--- config.mk ---
export PLATFORM = sky130hd
export DESIGN_NAME = c7bifu_fcl_mo
export DESIGN_NICKNAME = d
export VERILOG_FILES = /design/src/rtl/c7bifu_fcl_mo.sv
export SDC_FILE = /design/constraint.sdc
export NUM_CORES = 1
export LEC_CHECK = 0
export CAP_MARGIN = 20
export CORE_ASPECT_RATIO = 0.75
export CORE_UTILIZATION = 48
export DETAILED_ROUTE_END_ITERATION = 6
export PLACE_DENSITY = 0.82
export SLEW_MARGIN = 40
export SYNTH_ARGS = -nofsm -noshare
export SYNTH_HDL_FRONTEND = slang
export SYNTH_SLANG_ARGS = --single-unit
--- constraint.sdc ---
create_clock -name clk -period 3.8 [get_ports clk]
set_input_delay 0.57 -clock clk [delete_from_list [all_inputs] [get_ports clk]]
set_output_delay 0.57 -clock clk [all_outputs]
set_load 0.05 [all_outputs]
--- src/rtl/c7bifu_fcl_mo.sv ---
// Multi-outstanding fetch control: issues incrementing fetch requests, tracks in-flight fetches, squashes on redirect.
// Latency: request/accept zero-latency (addr/count update next cycle); fetch_valid is combinational from data_valid.
// Backpressure: req drops when in-flight count is full, the instruction buffer stalls, or an exception is present.
module c7bifu_fcl_mo #(
  parameter int MAX_OUTSTANDING = 2,
  parameter int PC_W = 32,
  parameter int FETCH_BYTES = 8,
  parameter logic [PC_W-1:0] RESET_PC = 32'h1c00_0000,
  localparam int CNT_W = $clog2(MAX_OUTSTANDING + 1)
) (
  input  logic             clk,
  input  logic             reset,
  output logic             ifu_icu_req_ic1,
  output logic [PC_W-1:0]  ifu_icu_addr_ic1,
  input  logic             icu_ifu_ack_ic1,
  input  logic             icu_ifu_data_valid_ic2,
  input  logic             exu_ifu_except,
  input  logic [PC_W-1:0]  exu_ifu_except_pc,
  input  logic             ib_ifu_stall,
  output logic             ifu_fetch_valid,
  output logic [CNT_W-1:0] ifu_outstanding,
  output logic             ifu_proto_err
);

  logic [PC_W-1:0]  fetch_pc_q, fetch_pc_d;
  logic [CNT_W-1:0] outst_cnt_q, outst_cnt_d;
  logic [CNT_W-1:0] squash_cnt_q, squash_cnt_d;
  logic             proto_err_q, proto_err_d;

  logic acc;
  logic ret;
  logic [CNT_W-1:0] cnt_after;

  // Request/accept/return decode and next-state for every counter and the fetch address.
  always_comb begin
    ifu_icu_req_ic1 = !reset && (outst_cnt_q < CNT_W'(MAX_OUTSTANDING))
                      && !ib_ifu_stall && !exu_ifu_except;
    acc = ifu_icu_req_ic1 && icu_ifu_ack_ic1;
    // A response with nothing in flight is a protocol violation and must not underflow the count.
    ret = icu_ifu_data_valid_ic2 && (outst_cnt_q != '0);
    cnt_after = outst_cnt_q + CNT_W'(acc) - CNT_W'(ret);

    outst_cnt_d = cnt_after;

    fetch_pc_d = fetch_pc_q;
    if (exu_ifu_except) begin
      fetch_pc_d = exu_ifu_except_pc;
    end else if (acc) begin
      fetch_pc_d = fetch_pc_q + PC_W'(FETCH_BYTES);
    end

    // On redirect everything still in flight (including this cycle's accept) is stale;
    // a later redirect simply overwrites the count.
    squash_cnt_d = squash_cnt_q;
    if (exu_ifu_except) begin
      squash_cnt_d = cnt_after;
    end else if (ret && (squash_cnt_q != '0)) begin
      squash_cnt_d = squash_cnt_q - CNT_W'(1);
    end

    proto_err_d = proto_err_q || (icu_ifu_data_valid_ic2 && (outst_cnt_q == '0));

    ifu_fetch_valid  = ret && (squash_cnt_q == '0) && !exu_ifu_except;
    ifu_icu_addr_ic1 = fetch_pc_q;
    ifu_outstanding  = outst_cnt_q;
    ifu_proto_err    = proto_err_q;
  end

  // State registers with synchronous reset; reset discards all in-flight tracking.
  always_ff @(posedge clk) begin
    if (reset) begin
      fetch_pc_q   <= RESET_PC;
      outst_cnt_q  <= '0;
      squash_cnt_q <= '0;
      proto_err_q  <= 1'b0;
    end else begin
      fetch_pc_q   <= fetch_pc_d;
      outst_cnt_q  <= outst_cnt_d;
      squash_cnt_q <= squash_cnt_d;
      proto_err_q  <= proto_err_d;
    end
  end

endmodule

==> key figures <==
Logic synthesis
  – Synth Area in Compound Gates: 0.1539
  – Post-Synth Adder-Cell Area: 0.02405
  – Seq cells post-synth: 37
  – Post-Syn Area per Cell: about 8.2 sq um
  – Async SR Flop Fraction: 0
  – Mapped Nets: 296
  – Cells after Synth: ~250
  – Top FF cell, synth: dfxtp_1
  – Synth cell types: 39
  – Sequential share of the synthesized area: 0.3560
  – EDFF count, synth: 0
  – Largest family of logic cells by synthesized area: simple AND/OR/NAND/NOR gates
  – Yosys warns: 0
  – Synth Area in Simple Gates: 0.2838
  – Post-synthesis mux area share: 0.02465
  – XOR/XNOR share of the synthesized area: 0.1052
  – Post-Syn Area: around 0.0021 sq mm

Clock network
  – Reg clk slew, reported paths: around 0.070 ns
  – Post-CTS Setup Bufs: 0
  – CTS sink cnt: 37
  – PostCTS Resize Cnt: 0
  – Buffers from clock root to sink, at most: 2
  – Worst-Skew Late Latency: a little under 0.3 ns
  – Root buffer cell: clkbuf_8
  – CTS Buf Count: 5
  – H-tree depth: 2
  – CTS tree: yes
  – Hold Buf Count CTS: 0

STA
  – Final setup violation count: 0
  – Fmax: approximately 370 MHz
  – Period utilisation layout: 0.7127
  – Final setup margin: ~1.1 ns
  – Fin crit period: 2.708 ns
  – Post-route setup TNS: 0 ns
  – Relative slew slack: 0.6289
  – Worst slew pin tran: 0.5543 ns
  – RSZ-0062 raised after global routing: no
  – Clock Skew: just over 0.008 ns
  – Slew Viols, Final: 0
  – Final Hold Fails: 0

Global route
  – Tot GR Track Use: 0.2596
  – Gr ovfl total: 0
  – Largest net degree at the start of global routing: 38
  – Initial antenna violation count: 0
  – First-pass GRT wire length: between 9000 and 10000 microns
  – Vias in the first global route: 1994

Cells and area
  – Area Growth Syn to Fin: 42.27%
  – Final Core Density: 0.7213
  – # nets final: between 300 and 400
  – Area of the multi-input gates: about 0.0012 sq mm
  – Antenna cells: 0
  – Commonest cells after routing, fill and taps aside: clkdlybuf4s50_1 (72), dfxtp_1 (37), nand2_1 (28)
  – Most common cell after layout, fill and taps aside: clkdlybuf4s50_1
  – Final std cells w/o fill: roughly 380
  – Filler cell count: 337
  – Layout cells sized above 1: 0.06748
  – Register Area: about 740 sq um

Die
  – Initial core utilization: 0.5070
  – Die Wd: slightly below 80 microns
  – Site Rows: 20
  – IO Count: 75
  – Core Box Area: approximately 0.004 sq mm
  – Total die area: around 0.0046 sq mm
  – Die H: 59.02 microns

Worst setup path
  – CP endpoint kind: flop
  – Worst Path Required: ~4.0 ns
  – Crit-path max FO: 24
  – Setup CP Type: in2reg
  – Worst path arrival time: a little under 3 ns
  – Crit start category: input port

Routing
  – Routed WL: about 5500 microns
  – Starting DRT DRC Count: roughly 100
  – WL met2: between 2000 and 2500 microns
  – Wirelength per Cell: 14.31 microns
  – Top routing layer used: met4
  – Antenna-violating nets left: 0
  – Drt via density: 5.564
  – Vias: between 2000 and 2500
  – Drt drc: 0
  – Wire length on met1: 2406 microns
  – DR pass1 iterations: 4
  – WL met3: between 400 and 500 microns

Outcome
  – Outcome: finished, final reports clean

Pwr
  – Pleak: about 1.1 nW
  – P per Cell Area: between 300 and 400 mW/mm^2
  – Max VDD drop: around 0.00031 V
  – Total power: between 0.001 and 0.0015 W

Job
  – Max-cap viol count: 0

Place
  – Placed insts: 374
  – Gpl congestion: roughly 0.8
  – IO buf count: 74
  – Pre-CTS WS: between 0.8 and 0.9 ns
  – Post-DP HPWL: 3835 microns

Min path
  – Hold Path Class: reg2reg
flip-flops by register name (all words and copies together) (netlist names):
signal,flops
ifu_outstanding,2
squash_cnt_q,2
ifu_icu_addr_ic1,32
ifu_proto_err,1
kinds of logic after synthesis:
kind of cell,after synthesis
buf+inv,25
fa+ha+maj,4
xor+xnor,25
mux,5
flops,37
simple gates,107
compound gates,51
metrics by stage:
step           hold slack (ns)  instance area [sq um]
2_1_floorplan           0.5397                   2087
3_3_place_gp            0.4525                   2874
3_5_place_dp            0.4686                   2874
4_1_cts                 0.4842                   2960
5_1_grt                 0.5330                   2960
6_report                0.4737                   2960
power by group:
part           leakage (nW)  internal (W)  switching (W)
clock network        0.0443      0.000144       0.000132
logic                 0.736      0.000163       0.000222
registers             0.306      0.000426      0.0000474
total                  1.09      0.000732       0.000402
worst max-delay path, stage by stage:
cell and delay (ns):
clkdlybuf4s50_1 0.45, buf_4 0.24, nor4b_4 0.56, nand4_4 0.31
nor4_2 0.39, o21ai_0 0.13, a22o_1 0.23
synthesized netlist by cell type (4+ instances only):
| cell | number | share of area |
|---|---|---|
| nor2_1 | 20 | 0.036 |
| nand3_1 | 9 | 0.022 |
| xnor2_1 | 22 | 0.093 |
| a31oi_1 | 4 | 0.012 |
| and3_1 | 14 | 0.042 |
| inv_1 | 11 | 0.020 |
| clkbuf_1 | 10 | 0.018 |
| o22ai_1 | 9 | 0.027 |
| a21oi_1 | 19 | 0.046 |
| a211oi_1 | 4 | 0.014 |
| mux2i_1 | 4 | 0.019 |
| o21ai_0 | 4 | 0.0096 |
| ha_1 | 4 | 0.024 |
| nand2_1 | 28 | 0.051 |
| and2_1 | 5 | 0.015 |
| dfxtp_1 | 37 | 0.36 |
| nand4_1 | 6 | 0.018 |
| nor3_1 | 9 | 0.022 |
| and4_1 | 4 | 0.017 |
layer usage:
metal | vias to the layer above | track usage
met5 | - | 0
met4 | 0 | 0.1058
met3 | 14 | 0.06615
met2 | 87 | 0.4172
met1 | 972 | 0.3388
li1 | 1047 | -
worst paths after layout:
check	start	endpoint	slack (ns)	cells after the start
hold reg to reg	ifu_proto_err$_SDFF_PP0_	ifu_proto_err$_SDFF_PP0_	0.47	2
hold / removal	ifu_proto_err$_SDFF_PP0_	ifu_proto_err$_SDFF_PP0_	0.47	2
setup reg to reg	ifu_outstanding[1]$_SDFF_PP0_	squash_cnt_q[1]$_SDFFE_PP0P_	1.53	10
setup / recovery	reset	ifu_icu_addr_ic1[24]$_SDFFE_PP0P_	1.09	7
layout make-up:
cell class / instances / share of cell area
Clock buffer: 7 / 0.02916
Sequential cell: 37 / 0.2502
Timing Repair Buffer: 79 / 0.2654
Multi-Input combinational cell: 192 / 0.4180
Inverter: 11 / 0.01395
Tap cell: 55 / 0.02325
Note: power is estimated with default switching activity, not from simulation.
